[config.mk]
export PLATFORM = sky130hd
export DESIGN_NAME = stdp_update_scheduler
export DESIGN_NICKNAME = d
export VERILOG_FILES = /design/src/rtl/stdp_update_scheduler.sv
export SDC_FILE = /design/constraint.sdc
export NUM_CORES = 1
export LEC_CHECK = 0
export ABC_CLOCK_PERIOD_IN_PS = 2500
export CORE_MARGIN = 2
export CORE_UTILIZATION = 35
export CTS_CLUSTER_SIZE = 12
export DETAILED_ROUTE_END_ITERATION = 16
export GPL_TIMING_DRIVEN = 0
export PLACE_DENSITY = 0.6
export RECOVER_POWER = 100
export REMOVE_ABC_BUFFERS = 1
export SLEW_MARGIN = 20
export SYNTH_ARGS = -nofsm -noshare
export SYNTH_HDL_FRONTEND = slang
export SYNTH_SLANG_ARGS = --single-unit
[constraint.sdc]
create_clock -name clk -period 2.5 [get_ports clk]
set_clock_uncertainty 0.15 [all_clocks]
set_input_delay 0.5 -clock clk [delete_from_list [all_inputs] [get_ports clk]]
set_output_delay 0.5 -clock clk [all_outputs]
set_load 0.005 [all_outputs]
[src/rtl/stdp_update_scheduler.sv]
// Per-timestep STDP update sequencer: one request per affected synapse, ascending index; first upd_valid two cycles after step_start.
// Requests hold until upd_ready; a missing upd_done is abandoned after TIMEOUT cycles; step_start while busy is dropped and flagged.
module stdp_update_scheduler #(
    parameter int N_SYN   = 16,
    parameter int IDX_W   = 4,
    parameter int TIMEOUT = 255
) (
    input  logic             clk,
    input  logic             rst_n,
    input  logic             learning_enable,
    input  logic             step_start,
    input  logic [N_SYN-1:0] pre_spike_vec,
    input  logic             post_spike,
    input  logic             clear_err,
    output logic             upd_valid,
    input  logic             upd_ready,
    output logic [IDX_W-1:0] upd_idx,
    output logic             upd_pre,
    output logic             upd_post,
    input  logic             upd_done,
    output logic             busy,
    output logic             step_done,
    output logic [IDX_W:0]   upd_count,
    output logic             overrun,
    output logic             timeout_err
);

    typedef enum logic [2:0] {
        S_IDLE,
        S_SCAN,
        S_ISSUE,
        S_WAIT,
        S_DONE
    } state_t;

    localparam logic [7:0] WAIT_LAST = 8'(TIMEOUT - 1);

    state_t           state_q, state_d;
    logic [N_SYN-1:0] pending_q, pending_d;
    logic [N_SYN-1:0] pre_q, pre_d;
    logic             post_q, post_d;
    logic [IDX_W-1:0] upd_idx_q, upd_idx_d;
    logic             upd_pre_q, upd_pre_d;
    logic             upd_post_q, upd_post_d;
    logic [IDX_W:0]   upd_count_q, upd_count_d;
    logic [7:0]       wait_cnt_q, wait_cnt_d;
    logic             overrun_q, overrun_d;
    logic             timeout_err_q, timeout_err_d;
    logic             upd_valid_q, upd_valid_d;
    logic             busy_q, busy_d;
    logic             step_done_q, step_done_d;
    logic [IDX_W-1:0] first_idx;
    logic             timeout_set;

    // Descending scan so the lowest pending index is the last one written.
    always_comb begin
        first_idx = '0;
        for (int i = N_SYN - 1; i >= 0; i--) begin
            if (pending_q[i]) begin
                first_idx = IDX_W'(i);
            end
        end
    end

    always_comb begin
        state_d     = state_q;
        pending_d   = pending_q;
        pre_d       = pre_q;
        post_d      = post_q;
        upd_idx_d   = upd_idx_q;
        upd_pre_d   = upd_pre_q;
        upd_post_d  = upd_post_q;
        upd_count_d = upd_count_q;
        wait_cnt_d  = wait_cnt_q;
        timeout_set = 1'b0;

        case (state_q)
            S_IDLE: begin
                if (step_start) begin
                    upd_count_d = '0;
                    if (learning_enable) begin
                        pending_d = pre_spike_vec | {N_SYN{post_spike}};
                        pre_d     = pre_spike_vec;
                        post_d    = post_spike;
                        state_d   = S_SCAN;
                    end else begin
                        state_d = S_DONE;
                    end
                end
            end
            S_SCAN: begin
                if (pending_q == '0) begin
                    state_d = S_DONE;
                end else begin
                    upd_idx_d  = first_idx;
                    upd_pre_d  = pre_q[first_idx];
                    upd_post_d = post_q;
                    state_d    = S_ISSUE;
                end
            end
            S_ISSUE: begin
                if (upd_ready) begin
                    pending_d[upd_idx_q] = 1'b0;
                    if (upd_count_q != '1) begin
                        upd_count_d = upd_count_q + (IDX_W + 1)'(1);
                    end
                    wait_cnt_d = '0;
                    state_d    = S_WAIT;
                end
            end
            S_WAIT: begin
                if (upd_done) begin
                    state_d = S_SCAN;
                end else if (wait_cnt_q == WAIT_LAST) begin
                    timeout_set = 1'b1;
                    state_d     = S_SCAN;
                end else begin
                    wait_cnt_d = wait_cnt_q + 8'd1;
                end
            end
            S_DONE: begin
                state_d = S_IDLE;
            end
            default: begin
                state_d = S_IDLE;
            end
        endcase

        // Sticky flags: a set event in the same cycle beats clear_err.
        if (step_start && (state_q != S_IDLE)) begin
            overrun_d = 1'b1;
        end else if (clear_err) begin
            overrun_d = 1'b0;
        end else begin
            overrun_d = overrun_q;
        end

        if (timeout_set) begin
            timeout_err_d = 1'b1;
        end else if (clear_err) begin
            timeout_err_d = 1'b0;
        end else begin
            timeout_err_d = timeout_err_q;
        end

        upd_valid_d = (state_d == S_ISSUE);
        busy_d      = (state_d != S_IDLE);
        step_done_d = (state_d == S_DONE);
    end

    always_ff @(posedge clk or negedge rst_n) begin
        if (!rst_n) begin
            state_q       <= S_IDLE;
            pending_q     <= '0;
            pre_q         <= '0;
            post_q        <= 1'b0;
            upd_idx_q     <= '0;
            upd_pre_q     <= 1'b0;
            upd_post_q    <= 1'b0;
            upd_count_q   <= '0;
            wait_cnt_q    <= '0;
            overrun_q     <= 1'b0;
            timeout_err_q <= 1'b0;
            upd_valid_q   <= 1'b0;
            busy_q        <= 1'b0;
            step_done_q   <= 1'b0;
        end else begin
            state_q       <= state_d;
            pending_q     <= pending_d;
            pre_q         <= pre_d;
            post_q        <= post_d;
            upd_idx_q     <= upd_idx_d;
            upd_pre_q     <= upd_pre_d;
            upd_post_q    <= upd_post_d;
            upd_count_q   <= upd_count_d;
            wait_cnt_q    <= wait_cnt_d;
            overrun_q     <= overrun_d;
            timeout_err_q <= timeout_err_d;
            upd_valid_q   <= upd_valid_d;
            busy_q        <= busy_d;
            step_done_q   <= step_done_d;
        end
    end

    assign upd_valid   = upd_valid_q;
    assign upd_idx     = upd_idx_q;
    assign upd_pre     = upd_pre_q;
    assign upd_post    = upd_post_q;
    assign busy        = busy_q;
    assign step_done   = step_done_q;
    assign upd_count   = upd_count_q;
    assign overrun     = overrun_q;
    assign timeout_err = timeout_err_q;

endmodule
==> results of run 1 <==
==> metrics by stage <==
stage          utilization  instance area (sq um)  hold slack [ns]
2_1_floorplan            -                   2990           0.0544
4_1_cts              0.444                   3810            0.347
5_1_grt              0.446                   3830            0.365
6_report             0.446                   3830            0.342
3_5_place_dp         0.412                   3540            0.315
3_3_place_gp         0.409                   3520            0.319
==> logic make-up after synthesis <==
kind of cell,synth area share
AND/OR/NAND/NOR,0.169
multiplexers,0.0767
XOR/XNOR,0.0201
AO/OA/AOI/OAI,0.190
adder cells (fa/ha/maj),0.0164
buffers and inverters,0.0349
flip-flops,0.492
==> synth_stat cells, types with 2 or more instances <==
| library cell | instances | area share |
|---|---|---|
| a2111oi_2 | 2 | 0.0098 |
| a211oi_1 | 4 | 0.0098 |
| a21oi_1 | 20 | 0.033 |
| a31oi_1 | 6 | 0.012 |
| and2_1 | 2 | 0.0041 |
| and3_1 | 4 | 0.0082 |
| clkbuf_1 | 9 | 0.011 |
| dfrtp_1 | 60 | 0.49 |
| ha_1 | 4 | 0.016 |
| inv_1 | 13 | 0.016 |
| mux2_1 | 15 | 0.055 |
| mux2_2 | 4 | 0.015 |
| mux2i_1 | 2 | 0.0066 |
| nand2_1 | 19 | 0.023 |
| nand3_1 | 5 | 0.0082 |
| nand4_1 | 4 | 0.0082 |
| nor2_1 | 47 | 0.058 |
| nor2b_1 | 5 | 0.010 |
| nor3_1 | 4 | 0.0066 |
| nor3_2 | 2 | 0.0066 |
| nor3b_1 | 4 | 0.0098 |
| nor4_1 | 3 | 0.0062 |
| o2111ai_1 | 3 | 0.0086 |
| o21ai_0 | 28 | 0.046 |
| o21ai_1 | 19 | 0.031 |
| o32ai_1 | 2 | 0.0057 |
| or2_1 | 2 | 0.0041 |
| xnor2_1 | 2 | 0.0057 |
| xor2_1 | 5 | 0.014 |
==> flip-flops by register name, indices dropped and copies added (netlist names), 3 cells and up <==
name,count
pending_q,16
pre_q,16
wait_cnt_q,8
upd_count,5
upd_idx,4
state_q,3
==> cells in the final DEF, fill, tap and decap left out, drive strengths merged, types with 4 or more instances in the layout <==
| cell | count |
|---|---|
| a21oi | 21 |
| nor4 | 4 |
| nor3b | 4 |
| a211oi | 5 |
| nor3 | 6 |
| dlygate4sd3 | 17 |
| nor2b | 5 |
| nand2 | 19 |
| nand3 | 5 |
| mux2 | 19 |
| nand4 | 4 |
| clkbuf | 14 |
| a31oi | 6 |
| xor2 | 5 |
| dfrtp | 60 |
| ha | 4 |
| clkdlybuf4s50 | 22 |
| inv | 13 |
| and3 | 4 |
| nor2 | 47 |
| o21ai | 48 |
==> what timing repair did <==
action                                  4_1_cts  5_1_grt
hold buffers                                  1        0
gates resized for setup                       3        6
hold endpoints to repair                     29        0
endpoints found under the setup margin       19       22
pin swaps                                     0        0
setup buffers                                 0        0
cloned                                        0        1
==> metal layers <==
| layer | wire length [um] | track usage | vias to the layer above |
|---|---|---|---|
| met5 | 0 | 0 | - |
| met2 | 3750 | 0.274 | 75 |
| met1 | 3490 | 0.221 | 1234 |
| li1 | - | - | 1221 |
| met4 | 89 | 0.0556 | 0 |
| met3 | 395 | 0.0540 | 8 |
==> final cells by class <==
cell class	count	area [sq um]	share of cell area
multi-input combinational	234	1500	0.391
sequential	60	1500	0.392
tap	108	135	0.0352
clock buffer	12	155	0.0405
timing repair buffer	41	400	0.104
clock inverter	4	95.1	0.0248
inverter	13	48.8	0.0127
==> worst max path at each step <==
stage / endpoint / slack [ns]
after CTS: busy$_DFF_PN0_ / 0.13
after detailed placement: busy$_DFF_PN0_ / -0.72
after floorplan: busy$_DFF_PN0_ / 0.11
after global placement: pre_q[0]$_DFFE_PN0P_ / -1.18
final: upd_pre$_DFFE_PN0P_ / 0.18
after global routing: upd_pre$_DFFE_PN0P_ / 0.01
==> worst reg2reg max path, cell delays in order (launching register included) <==
cell and delay (ns):
dfrtp_1 0.43, or3b_1 0.53, nor2_1 0.68, o2111ai_1 0.17, and4bb_1 0.30
==> power breakdown <==
part,leakage (uW),total (uW),internal [uW],switching [uW]
logic,0.000742,1710,743,966
clock network,0.000127,1110,716,391
registers,0.000753,1800,1360,437
==> out/qor.csv, run 1 <==
metric;value;unit
gp_congestion;0.867;
rr_worst_depth;4;
hold_end;pre_q[12]$_DFFE_PN0P_;
cp_top_family;simple AND/OR/NAND/NOR gates;
r2r-end;upd_pre$_DFFE_PN0P_;
start_util;0.355;
crit_chain;or3b_1 -> nor2_1 -> o2111ai_1 -> and4bb_1;
slew-limit-headroom;0.463;
leakage;0.00162;uW
setup_viol;0;
end_kind;flop;
worstHoldPathType;reg -> reg;
firstDrtPassIters;4;
regToRegSetupSlack;0.18;ns
nNetsFinal;387;
yosysSeqAreaShare;0.492;
post_drt_via_cell_ratio;5.38;
critPathLaunch;state_q[2]$_DFF_PN0_;
drcViolationCount;0;
grt_first_pass_wirelength;12900;um
ys_ff_latch;60;
core-area;8590;sq um
tightest_slew;0.803;ns
drt_iter0_drc;105;
grt_usage;0.171;
hp-start;pre_q[12]$_DFFE_PN0P_;
antennaDiodeCount;0;
max_freq;431;MHz
worstPathMaxFanout;8;
placed_cells;454;
cp_slowest_stage_delay;0.68;ns
synth_edf_count;0;
synth_cell_types;48;
vias;2538;
avgSynthCellArea;9.59;sq um
layout-drive-gt1-share;0.107;
crit_path_top_delay_cell;nor2_1;
clk_pin_slew;0.07;ns
power;4610;uW
cp.arrival;2.44;ns
avgRoutedWirePerCell;16.4;um
cts_buffer_depth;2;
cts.htree.levels;3;
start_kind;flop;
clk_latency;0.34;ns
tritoncts;done;
dieArea;9480;sq um
ant_nets;0;
ys.flop_type;dfrtp_1;
dp_slack;-0.724;ns
cap_viol_max_count;0;
rsz0062_at_grt;false;
slew_viol_final;0;
power_density;1200;nW/um^2
r2r-start;state_q[2]$_DFF_PN0_;
final_cells;472;
synth_warnings;0;
fill_cells;849;
syn2layout_area_growth;25.7;%
fp.dieH;97.4;um
pin_count;40;
hpwl;5250;um
grt_pass1_vias;2631;
cts_sinks;60;
grt_overflow;0;
synth_cells;318;
cts-root-buf;clkbuf_8;
fp.dieW;97.4;um
path_buf_inv;0;
final.period_utilization;0.928;
cts_made_buffers;9;
wirelength;7730;um
fin_crit;2.32;ns
grt_max_degree;34;
cp_data_required_time;2.62;ns
crit_type;reg -> reg;
final-hold-violation-count;0;
grt_antenna_before_repair;0;
synth-async-reset-ratio;1.00;
netlist_area;3050;sq um
num_rows;34;
io_buffers;39;
cp_num_cells;4;
status;complete, no violations;
timing.final.ws_setup;0.179;ns
setup_tns;0;ns
min_path_cells;1;
peakVddDrop;0.000522;V
(Power assumes the default switching activity.)
==> run 2: changes to the inputs <==
- PLACE_DENSITY: 0.6 -> default
- SKIP_CTS_REPAIR_TIMING: default -> 1
==> run 2 against run 1 <==
Effect of this change:
- final cell count shrank 0.21%
- core utilization shrank 0.10 points
- critical path depth shrank 1
- worst hold slack is essentially flat
- total power grew 0.51%
- non-clock buffer count is the same
- setup slack gained 0.011 ns
- combinational power is essentially flat
- global-route usage is essentially flat
- sequential share of layout area grew 0.090 points
- first-iteration DRC count grew 19%
- clock power is essentially flat
- largest power group unchanged
==> out/qor.csv, run 2 (same netlist as run 1, synthesis figures left out) <==
metric;value;unit;change
slew_viol_final;0;;unchanged
status;complete, no violations;;
cp_slowest_stage_delay;0.67;ns;about the same
clk_latency;0.35;ns;about the same
final.period_utilization;0.924;;-0.00426
drt_iter0_drc;125;;+19%
cp.arrival;2.39;ns;-0.05 ns
reg_top3;pending_q (16), pre_q (16), wait_cnt_q (8);;
drcViolationCount;0;;unchanged
slew-limit-headroom;0.469;;+0.00674
cts_sinks;60;;unchanged
grt_pass1_vias;2628;;-0.11%
r2r-start;state_q[2]$_DFF_PN0_;;
tightest_slew;0.793;ns;-0.0101 ns
max_freq;433;MHz;+0.46%
end_kind;flop;;
crit_end;upd_idx[0]$_DFFE_PN0P_;;
r2r-end;upd_idx[0]$_DFFE_PN0P_;;
pin_count;40;;unchanged
power_density;1210;nW/um^2;+0.74%
final_cells;471;;-0.21%
gp_congestion;0.867;;unchanged
cts-root-buf;clkbuf_8;;
dieArea;9480;sq um;unchanged
layout-drive-gt1-share;0.105;;-0.00246
grt_max_degree;34;;unchanged
worstHoldPathType;reg -> reg;;
worstPathMaxFanout;8;;unchanged
peakVddDrop;0.000524;V;+0.30%
rr_worst_depth;3;;-1
crit_type;reg -> reg;;
power;4640;uW;+0.51%
core-area;8590;sq um;unchanged
leakage;0.00160;uW;-1.3%
cap_viol_max_count;0;;unchanged
clk_pin_slew;0.07;ns;about the same
rsz0062_at_grt;true;;
tritoncts;done;;
grt_antenna_before_repair;0;;unchanged
syn2layout_area_growth;25.4;%;
antennaDiodeCount;0;;unchanged
grt_first_pass_wirelength;12900;um;about the same
num_rows;34;;unchanged
fin_util;0.445;;-0.00102
cts_buffer_depth;2;;unchanged
firstDrtPassIters;4;;unchanged
grt_usage;0.171;;about the same
fill_cells;850;;+0.12%
ant_nets;0;;unchanged
setup_viol;0;;unchanged
grt_overflow;0;;unchanged
regToRegSetupSlack;0.19;ns;about the same
cts_made_buffers;9;;unchanged
layout_common_cells;dfrtp_1 (60), nor2_1 (46), clkdlybuf4s50_1 (31), o21ai_0 (28);;
io_buffers;39;;unchanged
crit_path_top_delay_cell;nor2_1;;
critPathLaunch;state_q[2]$_DFF_PN0_;;
final_common_cell;dfrtp_1;;
final-hold-violation-count;0;;unchanged
nNetsFinal;386;;-0.26%
cts.htree.levels;3;;unchanged
cp_data_required_time;2.58;ns;-0.04 ns
hpwl;5250;um;unchanged
placed_cells;454;;unchanged
vias;2541;;+0.12%
fin_crit;2.31;ns;-0.0107 ns
post_drt_via_cell_ratio;5.39;;+0.33%
avgRoutedWirePerCell;16.1;um;-1.8%
fp.dieW;97.4;um;unchanged
crit_chain;or3b_1 -> nor2_1 -> mux2_2;;
wirelength;7570;um;-2.0%
fp.dieH;97.4;um;unchanged
start_kind;flop;;
start_util;0.355;;unchanged
[run 2: cell count changes in the layout (fill, tap and decap cells not counted)]
cell             previous run  this run
o21ai_1                     1        19
or2_1                       0         1
clkdlybuf4s50_1            22        31
dlygate4sd3_1              17         8
or2_0                       1         0
and2_0                      0         1
and2_1                      2         1
o21ai_0                    46        28
a21oi_2                     1         0
[run 2: how the worst min path moves through the flow]
stage / startpoint / endpoint / cells after the start
after floorplan: rst_n / busy$_DFF_PN0_ / 0
after global placement: post_q$_DFFE_PN0P_ / upd_post$_DFFE_PN0P_ / 1
after detailed placement: rst_n / upd_count[4]$_DFFE_PN0P_ / 1
after CTS: rst_n / upd_count[4]$_DFFE_PN0P_ / 1
after global routing: pre_q[8]$_DFFE_PN0P_ / pre_q[8]$_DFFE_PN0P_ / 1
final: pre_q[12]$_DFFE_PN0P_ / pre_q[12]$_DFFE_PN0P_ / 1
[run 2: metal layers]
metal  vias up  global-route usage  wire length, um
li1       1223                   -                -
met1      1253               0.220             3520
met2        55               0.274             3630
met3        10              0.0547              313
met4         0              0.0556              112
met5         -                   0                0
[run 2: metrics by stage]
stage	hold WS (ns)	instance area, sq um	setup TNS [ns]	setup slack, ns
floorplan	0.0544	2990	0	0.111
global placement	0.319	3520	-84.66	-1.18
detailed placement	0.315	3540	-7.78	-0.724
CTS	-0.0567	3790	-8.91	-0.774
global route	0.365	3830	-0.00258	-0.00258
finish	0.342	3830	0	0.190
[run 2: power breakdown]
group / internal, uW / switching (uW)
registers: 1360 / 437
clock network: 716 / 398
logic: 770 / 956
total: 2850 / 1790
[run 2: critical path, delay by kind of cell (launching register included)]
family,cells,cell delay (ns)
muxes,1,0.40
and+or+nand+nor,2,1.20
DFF,1,0.43
[run 2: layout make-up]
cell class	count	area (sq um)	share of cell area
clock buffer	12	155	0.0405
clock inverter	4	95.1	0.0249
inverter	13	48.8	0.0128
multi-input combinational	233	1490	0.389
sequential	60	1500	0.392
tap	108	135	0.0353
timing repair buffer	41	400	0.105
